## src/rtl/dport_arb.sv

```systemverilog
// Two-master round-robin arbiter onto one mem_d style data port.
// An in-order FIFO of issuing-master IDs steers each downstream response back to its requester.
module dport_arb #(
    parameter int OUTSTANDING   = 4,
    parameter int OUTSTANDING_W = 2
) (
    input  logic        clk_i,
    input  logic        rst_i,

    input  logic [31:0] m0_addr_i,
    input  logic [31:0] m0_data_wr_i,
    input  logic        m0_rd_i,
    input  logic [3:0]  m0_wr_i,
    input  logic        m0_cacheable_i,
    input  logic [10:0] m0_req_tag_i,
    output logic        m0_accept_o,
    output logic        m0_ack_o,
    output logic        m0_error_o,
    output logic [31:0] m0_data_rd_o,
    output logic [10:0] m0_resp_tag_o,

    input  logic [31:0] m1_addr_i,
    input  logic [31:0] m1_data_wr_i,
    input  logic        m1_rd_i,
    input  logic [3:0]  m1_wr_i,
    input  logic        m1_cacheable_i,
    input  logic [10:0] m1_req_tag_i,
    output logic        m1_accept_o,
    output logic        m1_ack_o,
    output logic        m1_error_o,
    output logic [31:0] m1_data_rd_o,
    output logic [10:0] m1_resp_tag_o,

    output logic [31:0] mem_addr_o,
    output logic [31:0] mem_data_wr_o,
    output logic        mem_rd_o,
    output logic [3:0]  mem_wr_o,
    output logic        mem_cacheable_o,
    output logic [10:0] mem_req_tag_o,
    input  logic        mem_accept_i,
    input  logic        mem_ack_i,
    input  logic        mem_error_i,
    input  logic [31:0] mem_data_rd_i,
    input  logic [10:0] mem_resp_tag_i
);

    localparam int CNT_W = OUTSTANDING_W + 1;
    localparam logic [CNT_W-1:0] FULL_CNT = CNT_W'(OUTSTANDING);

    logic [CNT_W-1:0]         count_q, count_d;
    logic [OUTSTANDING_W-1:0] wr_ptr_q, wr_ptr_d;
    logic [OUTSTANDING_W-1:0] rd_ptr_q, rd_ptr_d;
    logic                     locked_q, locked_d;
    logic                     owner_q, owner_d;
    logic                     last_q, last_d;
    logic                     fifo_q [OUTSTANDING];

    logic req0, req1, full, gnt_valid, gnt_id, fire, pop, head_id;

    assign req0 = m0_rd_i | (|m0_wr_i);
    assign req1 = m1_rd_i | (|m1_wr_i);
    assign full = (count_q == FULL_CNT);

    // A stalled grant stays with its owner until accepted, whatever the other master does.
    always_comb begin
        gnt_valid = 1'b0;
        gnt_id    = 1'b0;
        if (!full) begin
            if (locked_q) begin
                gnt_valid = owner_q ? req1 : req0;
                gnt_id    = owner_q;
            end else if (req0 && req1) begin
                gnt_valid = 1'b1;
                gnt_id    = ~last_q;
            end else if (req0) begin
                gnt_valid = 1'b1;
                gnt_id    = 1'b0;
            end else if (req1) begin
                gnt_valid = 1'b1;
                gnt_id    = 1'b1;
            end
        end
    end

    assign fire        = gnt_valid & mem_accept_i;
    assign m0_accept_o = fire & ~gnt_id;
    assign m1_accept_o = fire & gnt_id;

    always_comb begin
        mem_addr_o      = '0;
        mem_data_wr_o   = '0;
        mem_rd_o        = 1'b0;
        mem_wr_o        = '0;
        mem_cacheable_o = 1'b0;
        mem_req_tag_o   = '0;
        if (gnt_valid) begin
            if (gnt_id) begin
                mem_addr_o      = m1_addr_i;
                mem_data_wr_o   = m1_data_wr_i;
                mem_rd_o        = m1_rd_i;
                mem_wr_o        = m1_wr_i;
                mem_cacheable_o = m1_cacheable_i;
                mem_req_tag_o   = m1_req_tag_i;
            end else begin
                mem_addr_o      = m0_addr_i;
                mem_data_wr_o   = m0_data_wr_i;
                mem_rd_o        = m0_rd_i;
                mem_wr_o        = m0_wr_i;
                mem_cacheable_o = m0_cacheable_i;
                mem_req_tag_o   = m0_req_tag_i;
            end
        end
    end

    // Acks arriving with nothing outstanding are dropped rather than popped.
    assign pop     = mem_ack_i & (count_q != '0);
    assign head_id = fifo_q[rd_ptr_q];

    always_comb begin
        m0_ack_o      = pop & ~head_id;
        m1_ack_o      = pop & head_id;
        m0_error_o    = m0_ack_o ? mem_error_i    : 1'b0;
        m1_error_o    = m1_ack_o ? mem_error_i    : 1'b0;
        m0_data_rd_o  = m0_ack_o ? mem_data_rd_i  : '0;
        m1_data_rd_o  = m1_ack_o ? mem_data_rd_i  : '0;
        m0_resp_tag_o = m0_ack_o ? mem_resp_tag_i : '0;
        m1_resp_tag_o = m1_ack_o ? mem_resp_tag_i : '0;
    end

    always_comb begin
        count_d  = count_q;
        wr_ptr_d = wr_ptr_q;
        rd_ptr_d = rd_ptr_q;
        locked_d = locked_q;
        owner_d  = owner_q;
        last_d   = last_q;
        if (fire) begin
            wr_ptr_d = wr_ptr_q + OUTSTANDING_W'(1);
            last_d   = gnt_id;
            locked_d = 1'b0;
        end else if (gnt_valid) begin
            locked_d = 1'b1;
            owner_d  = gnt_id;
        end
        if (pop) begin
            rd_ptr_d = rd_ptr_q + OUTSTANDING_W'(1);
        end
        case ({fire, pop})
            2'b10:   count_d = count_q + CNT_W'(1);
            2'b01:   count_d = count_q - CNT_W'(1);
            default: count_d = count_q;
        endcase
    end

    always_ff @(posedge clk_i) begin
        if (!rst_i) begin
            count_q  <= '0;
            wr_ptr_q <= '0;
            rd_ptr_q <= '0;
            locked_q <= 1'b0;
            owner_q  <= 1'b0;
            last_q   <= 1'b1;
        end else begin
            count_q  <= count_d;
            wr_ptr_q <= wr_ptr_d;
            rd_ptr_q <= rd_ptr_d;
            locked_q <= locked_d;
            owner_q  <= owner_d;
            last_q   <= last_d;
        end
    end

    always_ff @(posedge clk_i) begin
        if (fire) begin
            fifo_q[wr_ptr_q] <= gnt_id;
        end
    end

endmodule
```

## config.mk

```make
export PLATFORM = sky130hd
export DESIGN_NAME = dport_arb
export DESIGN_NICKNAME = d
export VERILOG_FILES = /design/src/rtl/dport_arb.sv
export SDC_FILE = /design/constraint.sdc
export NUM_CORES = 1
export LEC_CHECK = 0
export CAP_MARGIN = 25
export CORE_AREA = 8 8 142 144
export DETAILED_ROUTE_END_ITERATION = 6
export DIE_AREA = 0 0 150 152
export PLACE_DENSITY = 0.64
export SYNTH_ARGS = -nofsm -noshare
export SYNTH_HDL_FRONTEND = slang
export SYNTH_SLANG_ARGS = --single-unit
```

## constraint.sdc

```tcl
create_clock -name clk_i -period 5.2 [get_ports clk_i]
set_clock_uncertainty 0.2 [all_clocks]
set_input_delay 1.04 -clock clk_i [delete_from_list [all_inputs] [get_ports clk_i]]
set_output_delay 1.04 -clock clk_i [all_outputs]
set_load 0.05 [all_outputs]
```

## After elaboration in Yosys (flattened, before gate mapping)

Memories as Yosys holds them, arrays and structs flattened. A register that Yosys moved wholly into a read port is not among the register bits.
Index checks and enable logic that the tools add are counted.

| storage, ports and cells | value |
|---|---|
| memories | 1 |
| bits in registers | 10 |
| bits in writable memories | 4 |
| input port bits | 210 |
| logic and storage cells | 67 |

| operators by class | value |
|---|---|
| bitwise gates (word level) | 13 |
| multiplexer cells | 33 |
| eq/ne operators | 3 |
| $add $sub $neg | 4 |
| reductions and logical operators | 7 |

Memory list:

| memory | depth | width | rd ports | clocked after Yosys merged registers in | wr ports | line | text |
|---|---|---|---|---|---|---|---|
| fifo_q | 4 | 1 | 1 | 1 | 1 | 56 | `logic fifo_q [OUTSTANDING];` |

Operators by type and width:

| kind | count |
|---|---|
| $mux W32 | 6 |
| $mux W11 | 4 |
| $mux W1 | 18 |
| $mux W4 | 2 |
| $reduce_or A4 Y1 | 2 |
| $and A1 B1 Y1 | 6 |
| $pmux W3 S2 | 1 |
| $not A1 Y1 | 5 |
| $add A2 B1 Y2 const B | 2 |
| $mux W2 | 2 |
| $add A3 B1 Y3 const B | 1 |
| $eq A3 B3 Y1 const B | 1 |
| $reduce_bool A3 Y1 | 1 |
| $sub A3 B1 Y3 const B | 1 |
| $eq A2 B1 Y1 const B | 1 |
| $eq A2 B2 Y1 const B | 1 |
| $or A1 B1 Y1 | 2 |
| $reduce_and A2 Y1 | 1 |
| $reduce_bool A2 Y1 | 1 |
| $reduce_or A2 Y1 | 1 |
| $logic_and A1 B1 Y1 | 1 |

## Longest topological paths before layout

Gate-level depths: netlist of the first run.

| logic depth | value |
|---|---|
| word-level depth | 10 |
| mapped depth | 10 |
| gate-level depth less buffers | 9 |

## Least setup slack after synthesis of the first run

OpenSTA, ideal clock, no wires.

| path | value |
|---|---|
| path type | in2out |
| start point | input port m0_wr_i[1] |
| end point | output port m1_accept_o |
| data required time | 3.960 ns |
| buffers on the path | 0 |
| arrival | 3.097 ns |
| stages | 4 |
| path slack | 0.863 ns |
| path through | or4_4 o21ai_2 nand2_1 nor3_1 |

| between the ends | value |
|---|---|
| longest elaborated chain between the ends | 8 |
| elaborated cells on any way between the ends | 14 |
| classes of those cells | mux (9); bitwise (3); reduce/logical (2) |

RTL lines:

| item | line | text |
|---|---|---|
| from (decl) | 13 | `input logic [3:0] m0_wr_i,` |
| $reduce_or A4 Y1 * | 60 | `assign req0 = m0_rd_i \| (\|m0_wr_i);` |
| $or A1 B1 Y1 * | 60 |  |
| $mux W1 / $logic_and A1 B1 Y1 (equally long branches) | 75, 72 |  |
| $mux W1 | 72 | `end else if (req0 && req1) begin` |
| $mux W1 | 69 | `if (locked_q) begin` |
| $mux W1 | 68 | `if (!full) begin` |
| $and A1 B1 Y1 | 85 | `assign fire = gnt_valid & mem_accept_i;` |
| $and A1 B1 Y1 * | 87 | `assign m1_accept_o = fire & gnt_id;` |
| to (decl) | 28 | `output logic m1_accept_o,` |

Mark *: on every way between the ends. The rest lies on a longest branch, timed or not.

## Worst setup path after layout of the first run

| path | value |
|---|---|
| start point | input port m0_wr_i[3] |
| end point | output port mem_data_wr_o[30] |

| between the ends | value |
|---|---|
| longest elaborated chain between the ends | 8 |
| elaborated cells on any way between the ends | 14 |
| classes of those cells | mux (11); bitwise (1); reduce/logical (2) |

RTL lines:

| item | line | text |
|---|---|---|
| $reduce_or A4 Y1 * | 60 |  |
| $or A1 B1 Y1 * | 60 |  |
| $mux W1 / $logic_and A1 B1 Y1 (equally long branches) | 75, 72 |  |
| $mux W1 | 72 |  |
| $mux W1 | 69 |  |
| $mux W1 | 68 |  |
| $mux W32 | 97 | `if (gnt_id) begin` |
| $mux W32 * | 96 | `if (gnt_valid) begin` |
| to (decl) | 35 | `output logic [31:0] mem_data_wr_o,` |

Marks and branches as above.

==> impl_metrics.toml, run 1 <==
[placement]
dp_hpwl_um = 17800
portBuffers = 382
routabilityCongestion = 0.911

[cells_and_area]
drive_gt1_frac = 0.255
final_core_util = 0.464
nNetsFinal = 1041
fillerInstances = 1711
n_antenna_cell = 0
syn2layout_area_growth_pct = 144

[power]
p_per_area_mw_per_mm2 = 468
vdd_ir_drop_max_uv = 346
p_int_w = 0.00165
clkPwrFrac = 0.039
leakage_nw = 3.23
combinationalPowerShare = 0.913
seqPwrFrac = 0.048
swShare = 0.573
p_sw_w = 0.00221

[routing]
routed_wl_um = 21900
via_count = 5246
post_drt_via_cell_ratio = 4.98
drt_first_pass_iters = 5
drtIter0Drc = 285
ant_nets = 0
drc = 0
wl_per_cell_um = 20.8

[yosys]
dominantRegCellSynth = "dfxtp_1"
yosysWarnings = 0
ys_seq_area_frac = 0.106
netlist_instances = 491
synth-seq-cells = 16
async_flop_share = 0
ys_types = 46
synth_top_cell_by_area = "o211ai_1"
synth_common_cells = "nand3_1 (81), o211ai_1 (81), clkbuf_1 (50), and3_1 (48), a21oi_1 (47)"
syn_nets = 707
syn_area_mm2 = 0.00339
synth-edff-count = 4
netlist_top_cells_area = "o211ai_1 (18%), nand3_1 (12%), a21oi_2 (10%), and3_1 (8.9%), and2_1 (8.5%)"
synth_top_area_share = 0.180
syn_area_per_cell_um2 = 6.90

[floorplan]
ios = 383
initial_core_util = 0.190
die-area_mm2 = 0.0228
core_mm2 = 0.0178
die_x_um = 150
die_y_um = 152
num_rows = 49

[clocking]
cts_tree = "built"
clk_pin_slew_ns = 0.05
clock_latency_ns = 0.25
h-tree-depth = 1
cts.repair.resized = 0
cts_hold_buf = 0
cts_buffers = 3
cts_root_buffer = "clkbuf_16"
cts_sinks = 16
cts_setup_buffers = 0
clock_path_buffers = 2

[timing]
fmaxAchievable_mhz = 208
setup_viol = 0
hold_viol = 0
worstMarginPinSlew_ns = 0.839
rsz0062_at_grt = "false"
tns_ns = 0
slew_headroom = 0.439
whs_ns = 0.330
fin_crit_sh = 0.923
post-route-min-period_ns = 4.80
slew_violations = 0

[grt]
grt_use_total = 0.178
grt_max_degree = 78
overflow = 0
grt_pass1_wl_um = 32400
grt_antenna_before_repair = 0
grt_pass1_vias = 5353

[worst_setup_path]
cp.required_ns = 3.96
cp-start-kind = "input pin"
critPathCaptureType = "primary output"
reg2reg_slack_ns = 2.26
crit_start = "m0_wr_i[3]"
worst-setup-path-type = "in2out"
r2r_cells = 9
worst-endpoint-arrival_ns = 3.56
path_max_fanout = 29
rr_startpoint = "locked_q$_SDFFE_PP0P_"

[run]
drv_cap = 0

[outcome]
status = "finished clean"

[min_path]
hold_class = "reg2reg"
worstHoldPathCells = 2
worstHoldStart = "wr_ptr_q[1]$_SDFFE_PN0P_"
-- cells by family after synthesis --
family / Yosys count / share of synthesized area
xor gates and xnor gates: 4 / 0.0103
buffers and inverters: 74 / 0.108
adders and majority gates: 6 / 0.0244
and+or+nand+nor: 206 / 0.354
AOI/OAI and AO/OA: 184 / 0.390
muxes: 1 / 0.00665
DFF: 16 / 0.106
-- worst max-delay path: stages --
cell	delay, ns
clkdlybuf4s50_1	0.49
or4_4	0.60
nor4_4	0.41
or3_4	0.45
buf_12	0.26
a21oi_1	0.08
buf_4	0.20
-- per-layer routing --
metal  track usage  wire length, µm  vias to the layer above
met4        0.0286              308                        0
met5             0                0                        -
met2         0.340            11400                      297
li1              -                -                     2519
met3        0.0644             2480                       20
met1         0.181             7620                     2410
-- cell type report --
type | instances | area (µm²) | share of cell area
Clock inverter | 1 | 3.75 | 0.000455
Clock buffer | 3 | 75.1 | 0.00910
Inverter | 7 | 26.3 | 0.00318
Timing Repair Buffer | 396 | 4810 | 0.583
Multi-Input combinational cell | 401 | 2690 | 0.326
Sequential cell | 16 | 360 | 0.0437
Tap cell | 229 | 287 | 0.0347
-- placed cells by master (no fill, tap or decap), types with 2 or more instances in the layout --
master and instances:
or4_4 2, o31ai_1 3, clkbuf_16 3, nor3_1 2, buf_12 98, nand2_1 3, and3_1 48, edfxtp_1 4
or3_1 3, o21ai_0 2, clkinv_1 2, ha_1 5, inv_1 6, a21oi_1 47, nor2_1 8, clkdlybuf4s50_1 244
nand3_1 81, nand4_1 2, a21oi_2 40, xor2_1 3, dfxtp_1 12, and2_1 46, o211ai_1 81, buf_4 54
-- power by group through the flow --
| stage | clock (W) | combinational [W] | sequential [W] |
|---|---|---|---|
| 4_1_cts | 0.000154 | 0.00356 | 0.000187 |
| 6_report | 0.000151 | 0.00353 | 0.000187 |
| 3_3_place_gp | 0 | 0.00354 | 0.000188 |
| 2_1_floorplan | 0 | 0.00202 | 0.000181 |
| 5_1_grt | 0.000160 | 0.00369 | 0.000191 |
| 3_5_place_dp | 0 | 0.00355 | 0.000189 |
-- metrics by stage --
stage | cells | total power [W] | instance area (µm²) | worst slack, ns
finish | 1053 | 0.00386 | 8250 | 0.399
CTS | 1053 | 0.00390 | 8250 | 0.406
global route | 1053 | 0.00404 | 8250 | 0.272
detailed placement | 1049 | 0.00374 | 8170 | 0.402
floorplan | 491 | 0.00220 | 3390 | 0.863
global placement | 1049 | 0.00373 | 8170 | 0.436
-- path summary, 6_finish.rpt --
path,end
setup / recovery,mem_data_wr_o[30]
hold / removal,wr_ptr_q[1]$_SDFFE_PN0P_
setup reg to reg,count_q[2]$_SDFFE_PN0P_
hold reg to reg,wr_ptr_q[1]$_SDFFE_PN0P_
(Power assumes the default switching activity.)
==> inputs of run 2 (changes only) <==
--- a/config.mk
+++ b/config.mk
@@ -5,10 +5,12 @@
 export SDC_FILE = /design/constraint.sdc
 export NUM_CORES = 1
 export LEC_CHECK = 0
+export ABC_AREA = 1
 export CAP_MARGIN = 25
-export CORE_AREA = 8 8 142 144
+export CORE_AREA = 8 8 141 143
 export DETAILED_ROUTE_END_ITERATION = 6
-export DIE_AREA = 0 0 150 152
+export DIE_AREA = 0 0 149 151
+export HOLD_SLACK_MARGIN = 0.15
 export PLACE_DENSITY = 0.64
 export SYNTH_ARGS = -nofsm -noshare
 export SYNTH_HDL_FRONTEND = slang
==> impl_metrics.toml, run 2 <==
[yosys]
synth-seq-cells = 16
ys_seq_area_frac = 0.115
netlist_instances = 690
ys_types = 21
netlist_top_cells_area = "nor2_1 (32%), nand2_1 (22%), inv_1 (17%), dfxtp_1 (7.7%), buf_6 (3.9%)"
yosysWarnings = 0
syn_area_mm2 = 0.00314
syn_area_per_cell_um2 = 4.55
dominantRegCellSynth = "dfxtp_1"
synth_top_cell_by_area = "nor2_1"
syn_nets = 906
synth.most_common_cell = "nor2_1"
synth-edff-count = 4
synth_top_area_share = 0.320
async_flop_share = 0
synth_common_cells = "nor2_1 (267), nand2_1 (184), inv_1 (146), a21oi_1 (13), dfxtp_1 (12)"

[clocking]
cts_setup_buffers = 0
cts_buffers = 3
clk_pin_slew_ns = 0.05
clock_path_buffers = 2
cts_tree = "built"
h-tree-depth = 1
cts_sinks = 16
cts.repair.resized = 0
cts_root_buffer = "clkbuf_16"
clock_latency_ns = 0.25
cts_hold_buf = 0

[grt]
grt_max_degree = 70
use_met2 = 0.312
overflow = 0
grt_pass1_vias = 4888
grt_use_total = 0.153
grt_util_met1 = 0.138
grt_antenna_before_repair = 1
grt_busiest_layer = "met2"
grt_util_met3 = 0.0556
grt_pass1_wl_um = 27000

[timing]
slew_headroom = 0.528
worstMarginPinSlew_ns = 0.707
setup_viol = 0
post-route-min-period_ns = 4.51
slew_violations = 0
hold_viol = 0
fmaxAchievable_mhz = 222
rsz0062_at_grt = "false"
fin_crit_sh = 0.867
tns_ns = 0

[outcome]
status = "finished clean"

[routing]
via_count = 4925
drc = 0
routed_wl_um = 18900
ant_nets = 0
drt_first_pass_iters = 4
drtIter0Drc = 161
post_drt_via_cell_ratio = 3.86
wl_per_cell_um = 14.8

[worst_setup_path]
worst-endpoint-arrival_ns = 3.27
rr_startpoint = "count_q[0]$_SDFFE_PN0P_"
reg2reg_slack_ns = 2.53
r2r_cells = 12
critPathCaptureType = "primary output"
cp-start-kind = "input pin"
cp.required_ns = 3.96
worstReg2RegEnd = "count_q[2]$_SDFFE_PN0P_"
worst-setup-path-type = "in2out"
path_max_fanout = 54

[floorplan]
die_y_um = 151
initial_core_util = 0.178
core_mm2 = 0.0177
ios = 383
die_x_um = 149
die-area_mm2 = 0.0225
num_rows = 49

[min_path]
worstHoldStart = "rd_ptr_q[1]$_SDFFE_PN0P_"
hold_class = "reg2reg"
min_to = "rd_ptr_q[1]$_SDFFE_PN0P_"
worstHoldPathCells = 2

[placement]
portBuffers = 382
routabilityCongestion = 0.843
dp_hpwl_um = 16800

[cells_and_area]
fillerInstances = 1820
most-common-layout-cells = "nor2_1 (267), clkdlybuf4s50_1 (255), nand2_1 (184), inv_1 (146), buf_12 (84)"
nNetsFinal = 1263
final_core_util = 0.445
multiInputGateArea_mm2 = 0.00197
final_common_cell = "nor2_1"
drive_gt1_frac = 0.137
seq_area_um2 = 360
syn2layout_area_growth_pct = 151

[power]
swShare = 0.562
p_per_area_mw_per_mm2 = 399
combinationalPowerShare = 0.893
p_sw_w = 0.00176
p_int_w = 0.00138
clkPwrFrac = 0.052
leakage_nw = 4.27
vdd_ir_drop_max_uv = 214
seqPwrFrac = 0.054

[run]
drv_cap = 0
==> run 2: changes by cell type after synthesis, moves of 6 or more <==
cell / previous run / this run
a21oi_1: 47 / 13
a21oi_2: 40 / 0
and2_1: 46 / 0
and3_1: 48 / 0
buf_4: 0 / 9
buf_6: 5 / 11
clkbuf_1: 50 / 8
inv_1: 6 / 146
nand2_1: 4 / 184
nand3_1: 81 / 3
nor2_1: 8 / 267
o211ai_1: 81 / 1
o21ai_0: 2 / 8
==> run 2: kinds of logic (layout without fill, tap and decap cells) <==
group,count (synthesis),in the layout,synth area share
AND/OR/NAND/NOR,462,462,0.562
buffers and inverters,183,539,0.259
AO/OA/AOI/OAI,23,23,0.0383
flip-flops,16,16,0.115
adder cells (fa/ha/maj),6,6,0.0263
other,0,1,0
==> run 2: stage by stage <==
stage	hold WS [ns]	cells	setup WS (ns)	power, W	instance area (µm²)
after floorplan	0.236	690	1.09	0.00174	3140
after global placement	0.254	1271	0.702	0.00299	7770
after detailed placement	0.256	1271	0.659	0.00300	7770
after CTS	0.264	1275	0.642	0.00318	7860
after global routing	0.291	1276	0.491	0.00330	7860
final	0.260	1276	0.691	0.00314	7860
==> run 2: cell type report <==
type | instances | share of cell area
flip-flops and latches | 16 | 0.0458
diodes | 1 | 0.000318
repair buffers | 388 | 0.585
inverters | 147 | 0.0702
multi-input cells | 491 | 0.251
clock buffers | 4 | 0.0113
well taps | 229 | 0.0364
==> run 2: worst max path at each step <==
stage | from | slack, ns | end | cells past startpoint
after CTS | m1_wr_i[3] | 0.64 | mem_addr_o[10] | 12
after floorplan | mem_ack_i | 1.09 | m1_data_rd_o[11] | 5
final | m1_wr_i[3] | 0.69 | mem_addr_o[10] | 12
after detailed placement | m1_wr_i[3] | 0.66 | mem_addr_o[10] | 12
after global placement | m1_wr_i[3] | 0.70 | mem_addr_o[6] | 12
after global routing | m1_wr_i[3] | 0.49 | mem_addr_o[9] | 12
==> run 2: per-layer routing <==
layer  wire length [µm]  vias up
li1                   -     2637
met1               6170     2028
met2              10200      244
met3               2160       16
met4                338        0
met5                  0        -
==> run 2: critical path, stage by stage <==
cell and delay, ns:
clkdlybuf4s50_1 0.42, nor2_1 0.26, inv_1 0.08, nor2_1 0.14, nor2_2 0.06, nand2_2 0.08, nand2_4 0.30, buf_4 0.36
nand2_1 0.08, nand2_1 0.04, nor2_1 0.21, buf_12 0.17
==> run 2: power groups by stage <==
| stage | registers (W) | logic, W | clock network, W |
|---|---|---|---|
| global placement | 0.000173 | 0.00282 | 0 |
| floorplan | 0.000170 | 0.00157 | 0 |
| CTS | 0.000171 | 0.00284 | 0.000169 |
| finish | 0.000171 | 0.00281 | 0.000164 |
| detailed placement | 0.000173 | 0.00283 | 0 |
| global route | 0.000174 | 0.00295 | 0.000172 |
==> inputs of run 3 (changes only) <==
--- a/config.mk
+++ b/config.mk
@@ -7,11 +7,13 @@
 export LEC_CHECK = 0
 export ABC_AREA = 1
 export CAP_MARGIN = 25
-export CORE_AREA = 8 8 141 143
+export CELL_PAD_IN_SITES_DETAIL_PLACEMENT = 0
+export CELL_PAD_IN_SITES_GLOBAL_PLACEMENT = 1
+export CORE_MARGIN = 8
+export CORE_UTILIZATION = 16
 export DETAILED_ROUTE_END_ITERATION = 6
-export DIE_AREA = 0 0 149 151
 export HOLD_SLACK_MARGIN = 0.15
-export PLACE_DENSITY = 0.64
+export PLACE_DENSITY = 0.95
 export SYNTH_ARGS = -nofsm -noshare
 export SYNTH_HDL_FRONTEND = slang
 export SYNTH_SLANG_ARGS = --single-unit
==> impl_metrics.toml, run 3 (synthesis gave the netlist of run 2 again) <==
[floorplan]
die_x_um = 156
num_rows = 51
core_mm2 = 0.0193
initial_core_util = 0.162
ios = 383
die_y_um = 156
die-area_mm2 = 0.0243

[clocking]
cts.repair.resized = 0
cts_root_buffer = "clkbuf_16"
cts_tree = "built"
cts_setup_buffers = 0
cts_hold_buf = 0
clock_latency_ns = 0.24
cts_buffers = 3
cts_sinks = 16
clk_pin_slew_ns = 0.04
h-tree-depth = 1
clock_path_buffers = 2

[min_path]
worstHoldPathCells = 2
hold_class = "reg2reg"
worstHoldStart = "rd_ptr_q[1]$_SDFFE_PN0P_"

[power]
vdd_ir_drop_max_uv = 235
p_per_area_mw_per_mm2 = 395
leakage_nw = 4.29

[cells_and_area]
most-common-layout-cells = "nor2_1 (267), clkdlybuf4s50_1 (255), nand2_1 (184), inv_1 (146), buf_12 (87)"
seq_area_um2 = 360
final_core_util = 0.411
nNetsFinal = 1266
finalInstanceArea_mm2 = 0.00795
final_common_cell = "nor2_1"
multiInputGateArea_mm2 = 0.00197
syn2layout_area_growth_pct = 154
drive_gt1_frac = 0.138
fillerInstances = 2006

[timing]
post-route-min-period_ns = 4.45
tns_ns = 0
fin_crit_sh = 0.856
fmaxAchievable_mhz = 225
hold_viol = 0
rsz0062_at_grt = "false"
slew_headroom = 0.536
setup_viol = 0
slew_violations = 0
worstMarginPinSlew_ns = 0.695

[routing]
drtIter0Drc = 194
drt_first_pass_iters = 4
ant_nets = 0
routed_wl_um = 18200
via_count = 4937
wl_per_cell_um = 13.8
drc = 0
post_drt_via_cell_ratio = 3.76

[worst_setup_path]
reg2reg_slack_ns = 2.43
slowest_stage = "clkdlybuf4s50_1"
worstReg2RegEnd = "count_q[2]$_SDFFE_PN0P_"
max_stage_delay_ns = 0.44
worst-setup-path-type = "in2out"
path_cells = "clkdlybuf4s50_1 -> nor2_1 -> inv_1 -> nor2_1 -> nor2_2 -> nand2_2 -> nand2_4 -> buf_4 -> nand2_1 -> nand2_1 -> nor2_1 -> buf_12"
critPathCaptureType = "primary output"
cp.required_ns = 3.96
worst-endpoint-arrival_ns = 3.21
path_max_fanout = 52
crit_start = "m1_wr_i[2]"
cp_num_buf_inv = 4
rr_startpoint = "count_q[1]$_SDFFE_PN0P_"
cp-start-kind = "input pin"
r2r_cells = 12
critPathTopFamily = "simple AND/OR/NAND/NOR gates"
crit_path_frequent_cell = "nor2_1"

[placement]
dp_hpwl_um = 16100
portBuffers = 382
routabilityCongestion = 0.847
place_area_mm2 = 0.00788

[grt]
grt_antenna_before_repair = 2
grt_use_total = 0.140
grt_max_degree = 55
overflow = 0
grt_pass1_vias = 5053
grt_pass1_wl_um = 27000

[run]
drv_cap = 0

[outcome]
status = "finished clean"
[run 3: changes by cell type in the layout (fill, tap and decap cells not counted)]
| cell | change |
|---|---|
| buf_12 | +3 |
| clkbuf_8 | -1 |
[run 3: area by class of cell]
| class | instances | share of cell area |
|---|---|---|
| Clock buffer | 3 | 0.00944 |
| Timing Repair Buffer | 391 | 0.586 |
| Tap cell | 265 | 0.0417 |
| Antenna cell | 1 | 0.000315 |
| Multi-Input combinational cell | 491 | 0.248 |
| Sequential cell | 16 | 0.0453 |
| Inverter | 147 | 0.0694 |
[run 3: worst register-to-register path, cell delays in order, from the launching register on]
cell and delay (ns):
dfxtp_1 0.33, nor2_2 0.17, a21oi_1 0.09, nand2_1 0.11, nand2_2 0.32, nand2_1 0.34
ha_1 0.19, inv_1 0.07, fa_1 0.38, a21oi_1 0.15, o21ai_0 0.11, o21ai_0 0.16
a21oi_1 0.06
[run 3: how the worst max path moves through the flow]
stage,slack [ns],cells past startpoint,to
after global placement,0.76,12,mem_addr_o[21]
after global routing,0.51,12,mem_data_wr_o[24]
final,0.75,12,mem_data_wr_o[24]
after floorplan,1.09,5,m1_data_rd_o[11]
after CTS,0.72,12,mem_addr_o[20]
after detailed placement,0.74,12,mem_addr_o[20]
[run 3: power by group]
part | leakage [nW] | internal [W] | total, W | switching, W
combinational | 4.11 | 0.00112 | 0.00282 | 0.00170
sequential | 0.137 | 0.000154 | 0.000172 | 0.0000180
clock | 0.0370 | 0.000101 | 0.000144 | 0.0000437
[run 3: per-stage QoR]
step,setup slack (ns),std cells,total power [W],hold slack (ns)
floorplan,1.09,690,0.00174,0.236
global placement,0.762,1310,0.00300,0.250
detailed placement,0.736,1310,0.00302,0.262
CTS,0.715,1313,0.00317,0.270
global route,0.507,1314,0.00331,0.304
finish,0.747,1314,0.00314,0.268
[run 3: metal layers]
layer / share of wire / routed length (µm) / vias to the layer above / track usage
li1: - / - / 2645 / -
met1: 0.35 / 6320 / 2027 / 0.135
met2: 0.51 / 9250 / 250 / 0.268
met3: 0.13 / 2300 / 15 / 0.0579
met4: 0.015 / 278 / 0 / 0.0347
met5: 0 / 0 / - / 0
